==> src/rtl/csr_router_pkg.sv <==
// csr_router shared types and defaults.
// State enum, default opcodes, error word, index width helper.
package csr_router_pkg;

  typedef enum logic [1:0] {
    IDLE  = 2'd0,
    WDATA = 2'd1,
    RRESP = 2'd2
  } state_e;

  localparam logic [3:0] WRITE_COMMAND_DEF = 4'h1;
  localparam logic [3:0] READ_COMMAND_DEF  = 4'h2;
  localparam logic [15:0] ERR_WORD_DEF     = 16'hDEAD;

  // Wide enough to hold NUM_CH itself, which is the
  // counter slot when the error counter is built.
  function automatic int ch_idx_w(input int num_ch);
    return $clog2(num_ch + 1);
  endfunction

endpackage

==> src/rtl/csr_router_if.sv <==
// csr_router word stream interface.
// in_*: host words to router; out_*: read responses back.
interface csr_router_if #(
  parameter int DATA_W = 16
);
  logic [DATA_W-1:0] in_data;
  logic              in_valid;
  logic              in_ready;
  logic [DATA_W-1:0] out_data;
  logic              out_valid;
  logic              out_ready;

  modport master (
    output in_data, in_valid, out_ready,
    input  in_ready, out_data, out_valid
  );

  modport slave (
    input  in_data, in_valid, out_ready,
    output in_ready, out_data, out_valid
  );
endinterface

==> src/rtl/csr_router_bank.sv <==
// csr_bank: NUM_CH x DATA_W register file for csr_router.
// Ports: we/widx/wdata write, ridx/rdata comb read, ch_q, ch_wr.
module csr_bank
  import csr_router_pkg::*;
#(
  parameter int DATA_W = 16,
  parameter int NUM_CH = 4,
  parameter int IW     = ch_idx_w(NUM_CH)
) (
  input  logic                     clk,
  input  logic                     rst_n,
  input  logic                     we,
  input  logic [IW-1:0]            widx,
  input  logic [DATA_W-1:0]        wdata,
  input  logic [IW-1:0]            ridx,
  output logic [DATA_W-1:0]        rdata,
  output logic [NUM_CH*DATA_W-1:0] ch_q,
  output logic [NUM_CH-1:0]        ch_wr
);

  logic [NUM_CH*DATA_W-1:0] regs_q, regs_d;
  logic [NUM_CH-1:0]        wr_q, wr_d;

  always_comb begin
    regs_d = regs_q;
    wr_d   = '0;
    for (int i = 0; i < NUM_CH; i++) begin
      if (we && widx == IW'(i)) begin
        regs_d[i*DATA_W +: DATA_W] = wdata;
        wr_d[i] = 1'b1;
      end
    end
  end

  always_ff @(posedge clk or negedge rst_n) begin
    if (!rst_n) begin
      regs_q <= '0;
      wr_q   <= '0;
    end else begin
      regs_q <= regs_d;
      wr_q   <= wr_d;
    end
  end

  always_comb begin
    rdata = '0;
    for (int i = 0; i < NUM_CH; i++) begin
      if (ridx == IW'(i)) begin
        rdata = regs_q[i*DATA_W +: DATA_W];
      end
    end
  end

  assign ch_q  = regs_q;
  assign ch_wr = wr_q;

endmodule

==> src/rtl/csr_router.sv <==
// csr_router: decodes {CMD,ADDR} word stream into channel CSR
// writes/reads. Ports: clk, rst_n, bus (slave), ch_q, ch_wr.
// Option CSR_ROUTER_ERR_CNT_EN: 8-bit error counter at
// BASE_ADDR+NUM_CH (read = count, write = clear).
module csr_router
  import csr_router_pkg::*;
#(
  parameter int                DATA_W        = 16,
  parameter int                CMD_W         = 4,
  parameter int                ADDR_W        = 12,
  parameter int                NUM_CH        = 4,
  parameter logic [ADDR_W-1:0] BASE_ADDR     = '0,
  parameter logic [CMD_W-1:0]  WRITE_COMMAND = WRITE_COMMAND_DEF,
  parameter logic [CMD_W-1:0]  READ_COMMAND  = READ_COMMAND_DEF,
  parameter logic [DATA_W-1:0] ERR_WORD      = ERR_WORD_DEF
) (
  input  logic                     clk,
  input  logic                     rst_n,
  csr_router_if.slave              bus,
  output logic [NUM_CH*DATA_W-1:0] ch_q,
  output logic [NUM_CH-1:0]        ch_wr
);

  localparam int IW = ch_idx_w(NUM_CH);

  state_e            state_q, state_d;
  logic [IW-1:0]     widx_q, widx_d;
  logic [DATA_W-1:0] out_data_q, out_data_d;
  logic              out_valid_q, out_valid_d;

  logic [CMD_W-1:0]  cmd;
  logic [ADDR_W-1:0] addr;
  logic [ADDR_W-1:0] idx;
  logic              in_rng;
  logic              wr_ok;
  logic              in_fire;
  logic              is_wr;
  logic              is_rd;
  logic              bank_we;
  logic [DATA_W-1:0] rdata;
  logic [DATA_W-1:0] miss_word;

  assign cmd    = bus.in_data[DATA_W-1 -: CMD_W];
  assign addr   = bus.in_data[ADDR_W-1:0];
  assign idx    = addr - BASE_ADDR;
  assign in_rng = idx < ADDR_W'(NUM_CH);
  assign is_wr  = cmd == WRITE_COMMAND;
  assign is_rd  = cmd == READ_COMMAND;

  assign bus.in_ready  = state_q != RRESP;
  assign bus.out_data  = out_data_q;
  assign bus.out_valid = out_valid_q;
  assign in_fire = bus.in_valid && bus.in_ready;

`ifdef CSR_ROUTER_ERR_CNT_EN
  logic [7:0] cnt_q, cnt_d;
  logic       cnt_hit;
  logic       err_evt;
  logic       cnt_clr;

  assign cnt_hit   = idx == ADDR_W'(NUM_CH);
  assign wr_ok     = in_rng || cnt_hit;
  assign miss_word = cnt_hit ? {{(DATA_W-8){1'b0}}, cnt_q}
                             : ERR_WORD;
  assign err_evt = in_fire && state_q == IDLE &&
                   (is_wr ? !wr_ok : !is_rd);
  // A data word aimed at the counter slot clears it.
  assign cnt_clr = in_fire && state_q == WDATA &&
                   widx_q == IW'(NUM_CH);

  always_comb begin
    cnt_d = cnt_q;
    if (cnt_clr) begin
      cnt_d = '0;
    end else if (err_evt && cnt_q != 8'hFF) begin
      cnt_d = cnt_q + 8'd1;
    end
  end

  always_ff @(posedge clk or negedge rst_n) begin
    if (!rst_n) begin
      cnt_q <= '0;
    end else begin
      cnt_q <= cnt_d;
    end
  end
`else
  assign wr_ok     = in_rng;
  assign miss_word = ERR_WORD;
`endif

  always_comb begin
    state_d     = state_q;
    widx_d      = widx_q;
    out_data_d  = out_data_q;
    out_valid_d = out_valid_q;
    bank_we     = 1'b0;
    unique case (state_q)
      IDLE: begin
        if (in_fire) begin
          unique case (1'b1)
            is_wr: begin
              if (wr_ok) begin
                widx_d  = idx[IW-1:0];
                state_d = WDATA;
              end
            end
            is_rd: begin
              out_data_d  = in_rng ? rdata : miss_word;
              out_valid_d = 1'b1;
              state_d     = RRESP;
            end
            default: ;
          endcase
        end
      end
      WDATA: begin
        if (in_fire) begin
          bank_we = widx_q < IW'(NUM_CH);
          state_d = IDLE;
        end
      end
      RRESP: begin
        if (bus.out_ready) begin
          out_valid_d = 1'b0;
          state_d     = IDLE;
        end
      end
      default: state_d = IDLE;
    endcase
  end

  always_ff @(posedge clk or negedge rst_n) begin
    if (!rst_n) begin
      state_q     <= IDLE;
      widx_q      <= '0;
      out_data_q  <= '0;
      out_valid_q <= 1'b0;
    end else begin
      state_q     <= state_d;
      widx_q      <= widx_d;
      out_data_q  <= out_data_d;
      out_valid_q <= out_valid_d;
    end
  end

  csr_bank #(
    .DATA_W (DATA_W),
    .NUM_CH (NUM_CH),
    .IW     (IW)
  ) u_bank (
    .clk   (clk),
    .rst_n (rst_n),
    .we    (bank_we),
    .widx  (widx_q),
    .wdata (bus.in_data),
    .ridx  (idx[IW-1:0]),
    .rdata (rdata),
    .ch_q  (ch_q),
    .ch_wr (ch_wr)
  );

endmodule

==> src/flat_wrapper.sv <==
// flat-port wrapper written by rule: the top's interface ports become plain ports
module csr_router_flat import csr_router_pkg::*;
#(
  parameter int                DATA_W        = 16,
  parameter int                CMD_W         = 4,
  parameter int                ADDR_W        = 12,
  parameter int                NUM_CH        = 4,
  parameter logic [ADDR_W-1:0] BASE_ADDR     = '0,
  parameter logic [CMD_W-1:0]  WRITE_COMMAND = WRITE_COMMAND_DEF,
  parameter logic [CMD_W-1:0]  READ_COMMAND  = READ_COMMAND_DEF,
  parameter logic [DATA_W-1:0] ERR_WORD      = ERR_WORD_DEF
)
  (clk, rst_n, ch_q, ch_wr, bus_in_data, bus_in_valid, bus_out_ready, bus_in_ready, bus_out_data, bus_out_valid);
  csr_router_if #(.DATA_W(DATA_W)) bus_i ();
  input  logic clk;
  input  logic rst_n;
  output logic [NUM_CH*DATA_W-1:0] ch_q;
  output logic [NUM_CH-1:0] ch_wr;
  input wire logic [$bits(bus_i.in_data)-1:0] bus_in_data;
  input wire logic [$bits(bus_i.in_valid)-1:0] bus_in_valid;
  input wire logic [$bits(bus_i.out_ready)-1:0] bus_out_ready;
  output wire logic [$bits(bus_i.in_ready)-1:0] bus_in_ready;
  output wire logic [$bits(bus_i.out_data)-1:0] bus_out_data;
  output wire logic [$bits(bus_i.out_valid)-1:0] bus_out_valid;
  assign bus_i.in_data = bus_in_data;
  assign bus_i.in_valid = bus_in_valid;
  assign bus_i.out_ready = bus_out_ready;
  assign bus_in_ready = bus_i.in_ready;
  assign bus_out_data = bus_i.out_data;
  assign bus_out_valid = bus_i.out_valid;
  csr_router #(.DATA_W(DATA_W), .CMD_W(CMD_W), .ADDR_W(ADDR_W), .NUM_CH(NUM_CH), .BASE_ADDR(BASE_ADDR), .WRITE_COMMAND(WRITE_COMMAND), .READ_COMMAND(READ_COMMAND), .ERR_WORD(ERR_WORD)) u_core (.clk(clk), .rst_n(rst_n), .bus(bus_i), .ch_q(ch_q), .ch_wr(ch_wr));
endmodule
==> config.mk <==
export PLATFORM = sky130hd
export DESIGN_NAME = csr_router_flat
export DESIGN_NICKNAME = d
export VERILOG_FILES = /design/src/rtl/csr_router_pkg.sv /design/src/rtl/csr_router_if.sv /design/src/rtl/csr_router_bank.sv /design/src/rtl/csr_router.sv /design/src/flat_wrapper.sv
export SDC_FILE = /design/constraint.sdc
export NUM_CORES = 1
export LEC_CHECK = 0
export CAP_MARGIN = 20
export CORE_ASPECT_RATIO = 1.1
export CORE_UTILIZATION = 40
export DETAILED_ROUTE_END_ITERATION = 10
export PLACE_DENSITY = 0.8
export REMOVE_ABC_BUFFERS = 1
export SYNTH_ARGS = -nofsm -noshare
export SYNTH_HDL_FRONTEND = slang
export SYNTH_SLANG_ARGS = --single-unit
==> constraint.sdc <==
create_clock -name clk -period 4.91 [get_ports clk]
set_clock_uncertainty 0.15 [all_clocks]
set_input_delay 0.982 -clock clk [delete_from_list [all_inputs] [get_ports clk]]
set_output_delay 0.982 -clock clk [all_outputs]
set_load 0.03 [all_outputs]
---- After elaboration in Yosys (flattened, before gate mapping) ----
Index checks and enable logic that the tools add are counted.
word-level totals
  flip-flop bits (word level) ............. 90
  output and inout port bits .............. 86
  word-level logic and storage cells ...... 62
operators by class
  $lt $le $gt $ge ......................... 2
  eq/ne operators ......................... 17
  multiplexer cells ....................... 21
  reductions and logical operators ........ 13
operator list
  kind                                                    number
  2-to-1 mux 16 bit                                       5
  == test 3 x 2 -> 1 bit (second input constant)          4
  < comparator 12 x 3 -> 1 bit (second input constant)    1
  2-to-1 mux 1 bit                                        9
  2-to-1 mux 2 bit                                        4
  AND reduction 4 bit                                     2
  == test 3 x 1 -> 1 bit (second input constant)          2
  zero test 3 bit                                         2
  inequality test 2 x 1 -> 1 bit (second input constant)  3
  one-hot mux 2 bit (3 select lines)                      1
  logical AND 1 bit                                       5
  AND reduction 5 bit                                     1
  == test 4 x 1 -> 1 bit (second input constant)          1
  == test 4 x 2 -> 1 bit (second input constant)          1
  inequality test 2 bit (second input constant)           2
  one-hot mux 2 bit (2 select lines)                      1
  < comparator 3 bit (second input constant)              1
  inequality test 3 x 1 -> 1 bit (second input constant)  1
  inequality test 3 x 2 -> 1 bit (second input constant)  1
  AND reduction 3 bit                                     1
  == test 2 x 1 -> 1 bit (second input constant)          1
  == test 2 bit (second input constant)                   1
  zero test 2 bit                                         1
  one-hot mux 1 bit (2 select lines)                      1
  nonzero test 2 bit                                      1

---- Depth between registers and ports, before layout ----
Gate-level depths: netlist of the first run.
  word-level depth ........................ 6
  mapped depth ............................ 6

---- Modules after synthesis ----
A second synthesis of the first run with hierarchy kept.
unflattened totals
  cell total of the unflattened synthesis .. 267
  area, all modules ....................... 3,891.2 sq um
modules (own cells, without submodules)
  module      instances  cells an instance  area each (sq um)  sequential area each (sq um)
  csr_bank    1          201                3,017.9            1,701.6
  csr_router  1          66                 873.3              550.5

---- Least setup slack after synthesis of the first run ----
No wires, ideal clock.
  path kind ............................... input to register
  start point ............................. in bus_in_valid
  end point ............................... reg u_core.u_bank.regs_q[10] (netlist: u_core.u_bank.ch_q[10])
  setup time .............................. 0.125 ns
  data arrival time ....................... 2.089 ns
  slack ................................... 2.546 ns
  cell stages on the path ................. 6
  cells stage by stage .................... and4bb_4 nor2b_4 nor2b_4 buf_6 buf_12 mux2_4
between the ends
  cells in the longest elaborated chain, start to end .. 4
RTL lines
  what                  RTL line               RTL
  start, declared       flat_wrapper.sv:20     input wire logic [$bits(bus_i.in_valid)-1:0] bus_in_valid;
  logical AND 1 bit     csr_router.sv:53       assign in_fire = bus.in_valid && bus.in_ready;
  2-to-1 mux 1 bit      csr_router.sv:118      if (in_fire) begin
  2-to-1 mux 1 bit      csr_router.sv:98       unique case (state_q)
  logical AND 1 bit     csr_router_bank.sv:28  if (we && widx == IW'(i)) begin
  end signal, assigned  csr_router_bank.sv:40  regs_q <= regs_d;
  end, declared         csr_router_bank.sv:21  logic [NUM_CH*DATA_W-1:0] regs_q, regs_d;
Every way passes these cells.
A chain may end at the register's enable or synchronous reset.

---- Worst setup path in the final report of the first run ----
  start point ............................. in bus_in_data[15]
  end point ............................... reg u_core.out_data_q[15] (netlist: u_core.bus.out_data[15])
between the ends
  cells in the longest elaborated chain, start to end .. 2
RTL lines
  what                           RTL line            RTL
  start, declared                flat_wrapper.sv:19  input wire logic [$bits(bus_i.in_data)-1:0] bus_in_data;
  == test 4 x 2 -> 1 bit         csr_router.sv:48    assign is_rd = cmd == READ_COMMAND;
  AND reduction 3 bit (no line)  n/a
  end signal, assigned           csr_router.sv:142   out_data_q <= out_data_d;
  end, declared                  csr_router.sv:28    logic [DATA_W-1:0] out_data_q, out_data_d;
Every way passes these cells.

==> results of run 1 <==
-- final cells by class --
cell class	count	area, um2	share of cell area [%]
timing repair buffer	110	1110	20.9
sequential	90	2250	42.3
multi-input combinational	155	1570	29.4
clock inverter	6	88.8	1.67
inverter	5	18.8	0.353
tap	117	146	2.75
clock buffer	10	138	2.59
-- worst max-delay path by stage --
stage	endpoint	slack, ps	cells past startpoint
floorplan	u_core.u_bank.ch_q[0]	2430	4
global placement	u_core.bus.out_data[5]	1430	5
detailed placement	u_core.bus.out_data[15]	1330	5
CTS	u_core.bus.out_data[15]	1710	5
global route	u_core.bus.out_data[15]	1550	5
finish	u_core.bus.out_data[15]	1670	5
-- per-layer routing --
metal / part of all wire, % / routed length [um] / up-vias / track usage, %
li1: - / - / 1173 / -
met1: 43 / 4060 / 1372 / 25.3
met2: 51 / 4800 / 86 / 32.9
met3: 5.7 / 537 / 9 / 4.94
met4: 0.81 / 77 / 0 / 4.73
met5: 0 / 0 / - / 0
-- registers in the layout, summed over array words and instances, names as in the netlist --
register,flops
u_core.u_bank.ch_q,64
u_core.widx_q,3
u_core.bus.out_data,16
u_core.u_bank.ch_wr,4
u_core.state_q,2
u_core.bus.out_valid,1
-- Yosys cell counts, types with 2 or more instances --
| master | count |
|---|---|
| nand2b_1 | 12 |
| dfrtp_1 | 90 |
| a22o_1 | 5 |
| a21oi_1 | 11 |
| nor4_1 | 2 |
| buf_4 | 2 |
| and2b_2 | 2 |
| mux2_4 | 9 |
| inv_1 | 5 |
| buf_6 | 2 |
| mux4_2 | 11 |
| nor2b_4 | 2 |
| clkbuf_1 | 3 |
| mux2_2 | 57 |
| nor2_1 | 12 |
| o21ai_0 | 6 |
| mux2i_1 | 6 |
| o221ai_1 | 5 |
| buf_2 | 5 |
-- kinds of logic (layout without fill, tap and decap cells) --
family                 Yosys count  after routing
buffers and inverters           19            131
AND/OR/NAND/NOR                 44             44
multiplexers                    83             83
flip-flops                      90             90
AO/OA/AOI/OAI                   28             28
-- metrics by stage --
step | hold WS, ps | util, % | total power [W] | area (um2) | worst slack, ps
finish | 355 | 56.4 | 0.00157 | 5320 | 1670
global route | 381 | 56.4 | 0.00164 | 5320 | 1550
CTS | 358 | 55.9 | 0.00158 | 5280 | 1710
detailed placement | 336 | 53.5 | 0.00102 | 5050 | 1330
global placement | 339 | 53.5 | 0.00101 | 5050 | 1430
floorplan | 306 | - | 0.000898 | 3840 | 2430
-- power groups by stage --
stage	Sequential (W)	Clock (W)	Combinational, W
finish	0.000787	0.000563	0.000217
global route	0.000792	0.000612	0.000233
CTS	0.000788	0.000575	0.000217
detailed placement	0.000802	0	0.000216
global placement	0.000800	0	0.000213
floorplan	0.000855	0	0.0000427
==> results_tabular.tex, run 1 <==
\begin{tabular}{lr}
\hline
Metric & Value \\
\hline
\multicolumn{2}{l}{\textbf{Floorplan}} \\
Cell Rows & 37 \\
X dimension of the die & about 97 um \\
Die ar. & around 0.01 mm2 \\
Die outline height & $\sim$110 um \\
I/O pin cnt & 106 \\
Core footprint & between 0.009 and 0.01 mm2 \\
Starting density of the core & 41.7\% \\
\multicolumn{2}{l}{\textbf{Logic synthesis}} \\
Area fraction in compound gates after synthesis & under 10\% \\
Largest family of logic cells by synthesized area & multiplexers \\
Post-synthesis async set-or-reset flop share & 100\% \\
Largest cells by area after synthesis & dfrtp\_1 (57\%), mux2\_2 (16\%), mux4\_2 (6.3\%) \\
Post-Synth Simple-Gate Area & under 10\% \\
Adder-cell share of the synthesized area & 0\% \\
Yosys top cell by area & dfrtp\_1 \\
Number of different library cells in the post-synthesis netlist & 36 \\
Mux share of post-synthesis cell area & 27.6\% \\
Top flip-flop cell by instance count after synthesis & dfrtp\_1 \\
FF+latch count, synth & 90 \\
Mapped Cells & between 200 and 300 \\
Number of enable flip-flop cells after synthesis & 0 \\
Post-Syn Area per Cell & between 10 and 15 um2 \\
XOR/XNOR share of the synthesized area & 0\% \\
Post-synth top area share & a little under three fifths \\
Yosys warnings & 0 \\
Portion of the post-synthesis area used by sequential elements & roughly 57\% \\
Summed instance area of the synthesized netlist & around 0.0039 mm2 \\
\multicolumn{2}{l}{\textbf{Global routing}} \\
Wire length of the first global-routing pass & between 10000 and 15000 um \\
Maximum number of pins on one net before global-route repair & between 90 and 100 \\
Total routing usage reported by global routing & about 20\% \\
Via count of the first global-routing pass & roughly 2700 \\
GR Overflow Total & 0 \\
Number of antenna violations at the first check in global routing & 0 \\
\multicolumn{2}{l}{\textbf{Power}} \\
Leakage power figure & roughly 2.4 nW \\
Sequential fraction of design power & roughly half \\
Maximum VDD drop & 0.000151 V \\
Switching Power & just over 0.0004 W \\
Combinational power share & 13.8\% \\
Internal Dissipation & roughly 0.0012 W \\
Power per Cell Area & around 300 mW/mm2 \\
Fraction of power spent switching nets & 25.7\% \\
Clock network fraction of total power & between 30\% and 40\% \\
\multicolumn{2}{l}{\textbf{Timing}} \\
Part of the cycle the worst path needs & 66.0\% \\
Final Hold Violating Endpoints & 0 \\
Worst slew margin relative to its limit & 42.7\% \\
Max-slew violations & 0 \\
Slew at the pin closest to its max-slew limit & about 860 ps \\
Setup repair after global routing missed its margin & false \\
Upper clock frequency limit & between 300 and 400 MHz \\
Min Tclk post-route & between 3000 and 4000 ps \\
Setup\_tns & 0 ps \\
Setup Viol. Count Final & 0 \\
\multicolumn{2}{l}{\textbf{Setup path}} \\
Element type at the critical path start & primary input \\
Largest driver fanout on the critical path & 16 \\
Gate family responsible for the most delay along the worst path & simple AND/OR/NAND/NOR gates \\
Worst endpoint data arrival time & approximately 3300 ps \\
Critical register-to-register path startpoint & u\_core.state\_q[0] \\
Classification of the worst setup path & in -> reg \\
Worst-path cell chain & clkdlybuf4s50\_1, nor3\_1, nand4b\_1, nor2\_2, a21oi\_1 \\
Worst-case register-to-register setup slack & 2400 ps \\
Data required time of the worst path & between 4000 and 5000 ps \\
Worst Setup SP & bus\_in\_data[15] \\
Worst R2R End & u\_core.bus.out\_data[15] \\
Depth of the worst register-to-register path & 4 \\
Delay contributed by the slowest stage of the critical path & 820 ps \\
Combined buffer and inverter count along the critical path & 1 \\
Critical-path cell with the highest stage delay & nor2\_2 \\
Critical path capture point type & flip-flop \\
\multicolumn{2}{l}{\textbf{Routing}} \\
Pre-antenna DRT Iters & 4 \\
Count of routing violations after the opening detailed-route iteration & 97 \\
Average wire per standard cell & approximately 19 um \\
DRC violations left & 0 \\
Routed vias & between 2000 and 3000 \\
Detailed-route vias per instance & about 5.4 \\
Detailed Route WL & 9480 um \\
Count of antenna-violating nets left after detailed routing & 0 \\
\multicolumn{2}{l}{\textbf{Job}} \\
Maximum Capacitance Violations & 0 \\
\multicolumn{2}{l}{\textbf{Clock network}} \\
Clock root buffer master & clkbuf\_8 \\
Clock Sink Count & 90 \\
TritonCTS buffer count & 9 \\
CTS tree & done \\
Clock-pin transition on the worst setup and hold timing paths & roughly 80 ps \\
Insertion delay to the later sink of the worst-skew pair & between 300 and 400 ps \\
CTS H-tree depth & 3 \\
PostCTS Resize Cnt & 0 \\
Clock Path Buffers & 2 \\
Setup repair bufs after CTS & 0 \\
CTS hold repair buffers & 0 \\
\multicolumn{2}{l}{\textbf{Outcome}} \\
Outcome & finished clean \\
\multicolumn{2}{l}{\textbf{Placed design}} \\
DPL Wire Length & about 6300 um \\
Placer Congestion & $\sim$0.73 \\
Count of port buffers added during placement & 105 \\
Count of placed standard cells including taps & 475 \\
\multicolumn{2}{l}{\textbf{Worst hold path}} \\
End point of the most critical hold path & u\_core.bus.out\_valid \\
Hold Path Cell Cnt & 1 \\
Startpoint of the most critical hold path & u\_core.bus.out\_valid \\
Worst min-delay path category & reg -> reg \\
\multicolumn{2}{l}{\textbf{Finish}} \\
Growth of design area from synthesis to finish & 35.3\% \\
Fill cell total of the finished layout & $\sim$800 \\
Commonest non-fill, non-tap cells in the layout & clkdlybuf4s50\_1 (104), dfrtp\_1 (90), mux2\_2 (57) \\
Share of post-route cells with drive strength above 1 & 29.0\% \\
Number of antenna repair diodes & 0 \\
Net total in the final layout & between 300 and 400 \\
Count of placed standard cells in the final layout, fillers left out & slightly below 500 \\
Most frequent standard cell in the layout excluding fill and tap cells & clkdlybuf4s50\_1 \\
\hline
\end{tabular}
Note: power is estimated with default switching activity, not from simulation.
==> inputs of run 2 (changes only) <==
clock period = 3.06 ns   (was 4.91 ns; I/O delays follow)
==> run 2 against run 1 <==
Against the previous run:
- die area did not move
- final area rose by 0.68%
- first-iteration DRC count fell by 7.2%
- sequential power rose by 60%
- clock power rose by 47%
- largest power group unchanged
- highest routed layer unchanged
==> results_tabular.tex, run 2 (same netlist as run 1, synthesis figures left out) <==
\begin{tabular}{lr}
\hline
Metric & Value \\
\hline
\multicolumn{2}{l}{\textbf{Outcome}} \\
Outcome & finished clean (unchanged) \\
\multicolumn{2}{l}{\textbf{Placed design}} \\
Placer Congestion & 0.822 (was 0.731) \\
Count of port buffers added during placement & 105 (unchanged) \\
DPL Wire Length & 6670 um (was 6280 um) \\
Pre-CTS setup slack & 269 ps (was 1330 ps) \\
Count of placed standard cells including taps & 487 (was 475) \\
\multicolumn{2}{l}{\textbf{Timing}} \\
Setup repair after global routing missed its margin & false (unchanged) \\
Final Hold Violating Endpoints & 0 (unchanged) \\
Worst slew margin relative to its limit & 59.8\% (was 42.7\%) \\
Min Tclk post-route & $\sim$2500 ps \\
Upper clock frequency limit & between 400 and 500 MHz \\
Setup\_tns & 0 ps (unchanged) \\
Slew at the pin closest to its max-slew limit & 598 ps (was 859 ps) \\
Setup slack of the critical path after layout & 580 ps (was 1670 ps) \\
Setup Viol. Count Final & 0 (unchanged) \\
Part of the cycle the worst path needs & between 80\% and 90\% \\
Max-slew violations & 0 (unchanged) \\
\multicolumn{2}{l}{\textbf{Routing}} \\
Detailed-route vias per instance & 5.29 (was 5.35) \\
Detailed Route WL & 9600 um (was 9480 um) \\
Average wire per standard cell & 19.1 um (was 19.2 um) \\
Pre-antenna DRT Iters & 4 (unchanged) \\
Routed vias & 2663 (was 2640) \\
Count of antenna-violating nets left after detailed routing & 0 (unchanged) \\
Count of routing violations after the opening detailed-route iteration & 90 (was 97) \\
DRC violations left & 0 (unchanged) \\
\multicolumn{2}{l}{\textbf{Finish}} \\
Net total in the final layout & 401 (was 391) \\
Core Util, Final & 56.7\% (was 56.4\%) \\
Growth of design area from synthesis to finish & 36.2\% (was 35.3\%) \\
Register Area & 0.00225 mm2 (unchanged) \\
Count of placed standard cells in the final layout, fillers left out & 503 (was 493) \\
Number of antenna repair diodes & 0 (unchanged) \\
Multi-input gate area in the final layout & 0.00157 mm2 (unchanged) \\
Max reg flops & 64 (unchanged) \\
Most frequent standard cell in the layout excluding fill and tap cells & clkdlybuf4s50\_1 (unchanged) \\
Commonest non-fill, non-tap cells in the layout & clkdlybuf4s50\_1 (104), dfrtp\_1 (90), mux2\_2 (57) (unchanged) \\
Fill cell total of the finished layout & 780 (was 785) \\
Share of post-route cells with drive strength above 1 & 30.8\% (was 29.0\%) \\
\multicolumn{2}{l}{\textbf{Setup path}} \\
Gate family responsible for the most delay along the worst path & simple AND/OR/NAND/NOR gates (unchanged) \\
Classification of the worst setup path & in -> reg (unchanged) \\
Data required time of the worst path & 3150 ps (was 4950 ps) \\
Worst-path cell chain & clkdlybuf4s50\_1, nor4\_1, nand4\_1, nor3b\_2, mux2\_2 (was clkdlybuf4s50\_1, nor3\_1, nand4b\_1, nor2\_2, a21oi\_1) \\
Delay contributed by the slowest stage of the critical path & 590 ps (was 820 ps) \\
Worst endpoint data arrival time & 2570 ps (was 3280 ps) \\
Critical-path cell with the highest stage delay & nor4\_1 (was nor2\_2) \\
Critical path capture point type & flip-flop (unchanged) \\
Element type at the critical path start & primary input (unchanged) \\
Combined buffer and inverter count along the critical path & 1 (unchanged) \\
Largest driver fanout on the critical path & 5 (was 16) \\
\multicolumn{2}{l}{\textbf{Global routing}} \\
Total routing usage reported by global routing & 20.2\% (was 19.7\%) \\
Wire length of the first global-routing pass & 15200 um (was 14800 um) \\
Maximum number of pins on one net before global-route repair & 47 (was 91) \\
Number of antenna violations at the first check in global routing & 0 (unchanged) \\
GR Overflow Total & 0 (unchanged) \\
Via count of the first global-routing pass & 2774 (was 2706) \\
\multicolumn{2}{l}{\textbf{Clock network}} \\
Clock root buffer master & clkbuf\_8 (unchanged) \\
Clock Path Buffers & 2 (unchanged) \\
Insertion delay to the later sink of the worst-skew pair & 350 ps (about the same) \\
CTS hold repair buffers & 0 (unchanged) \\
CTS tree & done (unchanged) \\
TritonCTS buffer count & 9 (unchanged) \\
Clock-pin transition on the worst setup and hold timing paths & 90 ps (was 80 ps) \\
Clock Sink Count & 90 (unchanged) \\
PostCTS Resize Cnt & 0 (unchanged) \\
Setup repair bufs after CTS & 0 (unchanged) \\
CTS H-tree depth & 3 (unchanged) \\
\multicolumn{2}{l}{\textbf{Floorplan}} \\
I/O pin cnt & 106 (unchanged) \\
X dimension of the die & 96.6 um (unchanged) \\
Die ar. & 0.0102 mm2 (unchanged) \\
Cell Rows & 37 (unchanged) \\
Starting density of the core & 41.7\% (unchanged) \\
Core footprint & 0.00944 mm2 (unchanged) \\
Die outline height & 106 um (unchanged) \\
\multicolumn{2}{l}{\textbf{Power}} \\
Power per Cell Area & 454 mW/mm2 (was 295 mW/mm2) \\
Maximum VDD drop & 0.000196 V (was 0.000151 V) \\
Leakage power figure & 2.45 nW (was 2.41 nW) \\
Final Total Pwr & 0.00244 W (was 0.00157 W) \\
\multicolumn{2}{l}{\textbf{Job}} \\
Maximum Capacitance Violations & 0 (unchanged) \\
\multicolumn{2}{l}{\textbf{Worst hold path}} \\
Worst min-delay path category & in -> async (was reg -> reg) \\
\hline
\end{tabular}
-- run 2: cell count changes in the layout (fill, tap and decap cells not counted), sizes merged --
cell	change
clkinv	+2
clkinvlp	-1
buf	+10
bufinv	-1
-- run 2: final timing paths --
kind / from / to / slack [ps] / cells past startpoint
worst max-delay path: bus_in_data[8] / u_core.widx_q[1] / 580 / 5
worst min-delay path: rst_n / u_core.u_bank.ch_q[2] / 110 / 1
worst max register to register: u_core.state_q[1] / u_core.u_bank.ch_q[4] / 1030 / 5
worst min register to register: u_core.bus.out_valid / u_core.bus.out_valid / 360 / 1
max in group asynchronous: rst_n / u_core.u_bank.ch_q[49] / 1990 / 2
min in group clk: u_core.bus.out_valid / u_core.bus.out_valid / 360 / 1
-- run 2: through the flow --
stage,cell area (um2),hold WS [ps]
2_1_floorplan,3840,166
3_3_place_gp,5160,332
3_5_place_dp,5160,330
4_1_cts,5360,120
5_1_grt,5360,151
6_report,5360,106
-- run 2: metal layers --
layer  global-route usage, %  wire length [um]
met3                    4.65               508
met5                       0                 0
met2                    34.1              4950
met4                    5.88                91
met1                    25.6              4050
-- run 2: final cells by class --
cell class / count / share of cell area (%)
Sequential cell: 90 / 42.0
Multi-Input combinational cell: 155 / 29.2
Timing Repair Buffer: 120 / 21.9
Tap cell: 117 / 2.73
Clock buffer: 10 / 2.57
Clock inverter: 6 / 1.21
Inverter: 5 / 0.350
-- run 2: report_power, final --
group | switching, W | internal (W)
Combinational | 0.000195 | 0.000152
Clock | 0.000425 | 0.000402
Sequential | 0.0000291 | 0.00123
Total | 0.000649 | 0.00179
==> inputs of run 3 (changes only) <==
clock period = 2.5 ns   (was 3.06 ns; I/O delays follow)
==> run 3 against run 2 <==
Against the previous run:
- critical endpoint is now bus_in_ready
- total power up 19%
- utilization up 1.5 points
- first-iteration DRC count did not move
- clock power up 10%
- critical path depth fell by 2
- critical path type is now reg -> out
- global-route usage rose by 0.60 points
- die area stayed put
- setup slack got worse by 350 ps
==> results_tabular.tex, run 3 (same netlist as run 1, synthesis figures left out) <==
\begin{tabular}{lr}
\hline
Metric & Value \\
\hline
\multicolumn{2}{l}{\textbf{Setup path}} \\
Critical-path cell with the highest stage delay & clkdlybuf4s50\_1 (was nor4\_1) \\
Depth of the worst register-to-register path & 5 (unchanged) \\
Worst-path cell chain & inv\_1, nand2\_1, clkdlybuf4s50\_1 (was clkdlybuf4s50\_1, nor4\_1, nand4\_1, nor3b\_2, mux2\_2) \\
Worst Setup SP & u\_core.state\_q[0] (was bus\_in\_data[8]) \\
Worst R2R End & u\_core.u\_bank.ch\_q[15] (was u\_core.u\_bank.ch\_q[4]) \\
Largest driver fanout on the critical path & 3 (was 5) \\
Critical register-to-register path startpoint & u\_core.state\_q[1] (unchanged) \\
Data required time of the worst path & 1850 ps (was 3150 ps) \\
Worst endpoint data arrival time & 1620 ps (was 2570 ps) \\
Worst-case register-to-register setup slack & 540 ps (was 1030 ps) \\
End point of the critical path & bus\_in\_ready (was u\_core.widx\_q[1]) \\
Gate family responsible for the most delay along the worst path & buffers and inverters (was simple AND/OR/NAND/NOR gates) \\
Delay contributed by the slowest stage of the critical path & 680 ps (was 590 ps) \\
Combined buffer and inverter count along the critical path & 2 (was 1) \\
Cell count along the critical path & 3 (was 5) \\
Classification of the worst setup path & reg -> out (was in -> reg) \\
Element type at the critical path start & flip-flop (was primary input) \\
Critical path capture point type & primary output (was flip-flop) \\
\multicolumn{2}{l}{\textbf{Finish}} \\
Share of post-route cells with drive strength above 1 & 33.1\% (was 30.8\%) \\
Most frequent standard cell in the layout excluding fill and tap cells & clkdlybuf4s50\_1 (unchanged) \\
Number of antenna repair diodes & 0 (unchanged) \\
Growth of design area from synthesis to finish & 39.8\% (was 36.2\%) \\
Max reg flops & 64 (unchanged) \\
Net total in the final layout & 417 (was 401) \\
Commonest non-fill, non-tap cells in the layout & clkdlybuf4s50\_1 (104), dfrtp\_1 (90), mux2\_2 (57) (unchanged) \\
Count of placed standard cells in the final layout, fillers left out & 519 (was 503) \\
\multicolumn{2}{l}{\textbf{Floorplan}} \\
X dimension of the die & 96.6 um (unchanged) \\
Cell Rows & 37 (unchanged) \\
Starting density of the core & 41.7\% (unchanged) \\
Die ar. & 0.0102 mm2 (unchanged) \\
I/O pin cnt & 106 (unchanged) \\
Core footprint & 0.00944 mm2 (unchanged) \\
Die outline height & 106 um (unchanged) \\
\multicolumn{2}{l}{\textbf{Job}} \\
Maximum Capacitance Violations & 0 (unchanged) \\
\multicolumn{2}{l}{\textbf{Global routing}} \\
Wire length of the first global-routing pass & 15600 um (was 15200 um) \\
Number of antenna violations at the first check in global routing & 0 (unchanged) \\
GR Overflow Total & 0 (unchanged) \\
Maximum number of pins on one net before global-route repair & 42 (was 47) \\
Total routing usage reported by global routing & 20.8\% (was 20.2\%) \\
Via count of the first global-routing pass & 2955 (was 2774) \\
\multicolumn{2}{l}{\textbf{Clock network}} \\
CTS H-tree depth & 3 (unchanged) \\
CTS hold repair buffers & 1 (was 0) \\
PostCTS Resize Cnt & 0 (unchanged) \\
Setup repair bufs after CTS & 0 (unchanged) \\
Clock root buffer master & clkbuf\_8 (unchanged) \\
Insertion delay to the later sink of the worst-skew pair & 350 ps (about the same) \\
Clock Path Buffers & 2 (unchanged) \\
Clock Sink Count & 90 (unchanged) \\
TritonCTS buffer count & 9 (unchanged) \\
CTS tree & done (unchanged) \\
Clock-pin transition on the worst setup and hold timing paths & 90 ps (about the same) \\
\multicolumn{2}{l}{\textbf{Timing}} \\
Worst slew margin relative to its limit & 66.0\% (was 59.8\%) \\
Part of the cycle the worst path needs & about nine tenths \\
Upper clock frequency limit & 440 MHz \\
Slew at the pin closest to its max-slew limit & 510 ps (was 598 ps) \\
Min Tclk post-route & roughly 2300 ps \\
Final Hold Violating Endpoints & 0 (unchanged) \\
Setup repair after global routing missed its margin & false (unchanged) \\
Setup Viol. Count Final & 0 (unchanged) \\
Max-slew violations & 0 (unchanged) \\
\multicolumn{2}{l}{\textbf{Routing}} \\
Count of antenna-violating nets left after detailed routing & 0 (unchanged) \\
Detailed Route WL & 9820 um (was 9600 um) \\
Pre-antenna DRT Iters & 4 (unchanged) \\
Count of routing violations after the opening detailed-route iteration & 90 (unchanged) \\
Detailed-route vias per instance & 5.28 (was 5.29) \\
Average wire per standard cell & 18.9 um (was 19.1 um) \\
Routed vias & 2739 (was 2663) \\
DRC violations left & 0 (unchanged) \\
\multicolumn{2}{l}{\textbf{Placed design}} \\
DPL Wire Length & 6960 um (was 6670 um) \\
Count of port buffers added during placement & 105 (unchanged) \\
Placer Congestion & 0.735 (was 0.822) \\
Count of placed standard cells including taps & 502 (was 487) \\
\multicolumn{2}{l}{\textbf{Outcome}} \\
Outcome & finished clean (unchanged) \\
\multicolumn{2}{l}{\textbf{Power}} \\
Power per Cell Area & 528 mW/mm2 (was 454 mW/mm2) \\
Leakage power figure & 2.53 nW (was 2.45 nW) \\
Final Total Pwr & 0.00290 W (was 0.00244 W) \\
Maximum VDD drop & 0.000219 V (was 0.000196 V) \\
\multicolumn{2}{l}{\textbf{Worst hold path}} \\
Startpoint of the most critical hold path & u\_core.bus.out\_valid \\
Worst min-delay path category & reg -> reg (was in -> async) \\
\hline
\end{tabular}
## run 3: report_power, final
part	switching, W	internal [W]	total, W
combinational	0.000244	0.000201	0.000445
clock	0.000495	0.000415	0.000910
sequential	0.0000362	0.00151	0.00155
total	0.000775	0.00213	0.00290
## run 3: worst reg2reg max path, delay by kind of cell, from the launching register on
| kind | cells | cell delay (ps) |
|---|---|---|
| buffers and inverters | 1 | 190 |
| AND/OR/NAND/NOR | 3 | 730 |
| flip-flops | 1 | 430 |
| multiplexers | 1 | 340 |
## run 3: area by class of cell
| type | count | area, um2 |
|---|---|---|
| Fill cell | 783 | 3950 |
| Sequential cell | 90 | 2250 |
| Multi-Input combinational cell | 155 | 1570 |
| Timing Repair Buffer | 136 | 1330 |
| Clock buffer | 12 | 155 |
| Tap cell | 117 | 146 |
| Clock inverter | 4 | 26.3 |
| Inverter | 5 | 18.8 |
## run 3: worst min path at each step
stage | endpoint | cells past startpoint | slack [ps]
after floorplan | u_core.bus.out_data[0] | 0 | 50
after global routing | u_core.widx_q[2] | 1 | 380
final | u_core.bus.out_valid | 1 | 360
after detailed placement | u_core.bus.out_valid | 1 | 340
after global placement | u_core.bus.out_valid | 1 | 330
after CTS | u_core.bus.out_valid | 1 | 360
## run 3: metal layers
| layer | track usage, % | part of all wire [%] |
|---|---|---|
| met1 | 25.7 | 41 |
| met2 | 35.0 | 52 |
| met3 | 4.86 | 5.3 |
| met4 | 7.46 | 1.8 |
| met5 | 0 | 0 |
## run 3: metrics by stage
| stage | hold slack (ps) | setup WS [ps] | TNS, ps | cell area (um2) | utilization [%] |
|---|---|---|---|---|---|
| after floorplan | 54.4 | 503 | 0 | 3840 | - |
| after global placement | 327 | -32.4 | -63.2 | 5310 | 56.2 |
| after detailed placement | 344 | -72.6 | -141 | 5310 | 56.2 |
| after CTS | 365 | 214 | 0 | 5500 | 58.2 |
| after global routing | 377 | 161 | 0 | 5500 | 58.2 |
| final | 357 | 229 | 0 | 5500 | 58.2 |
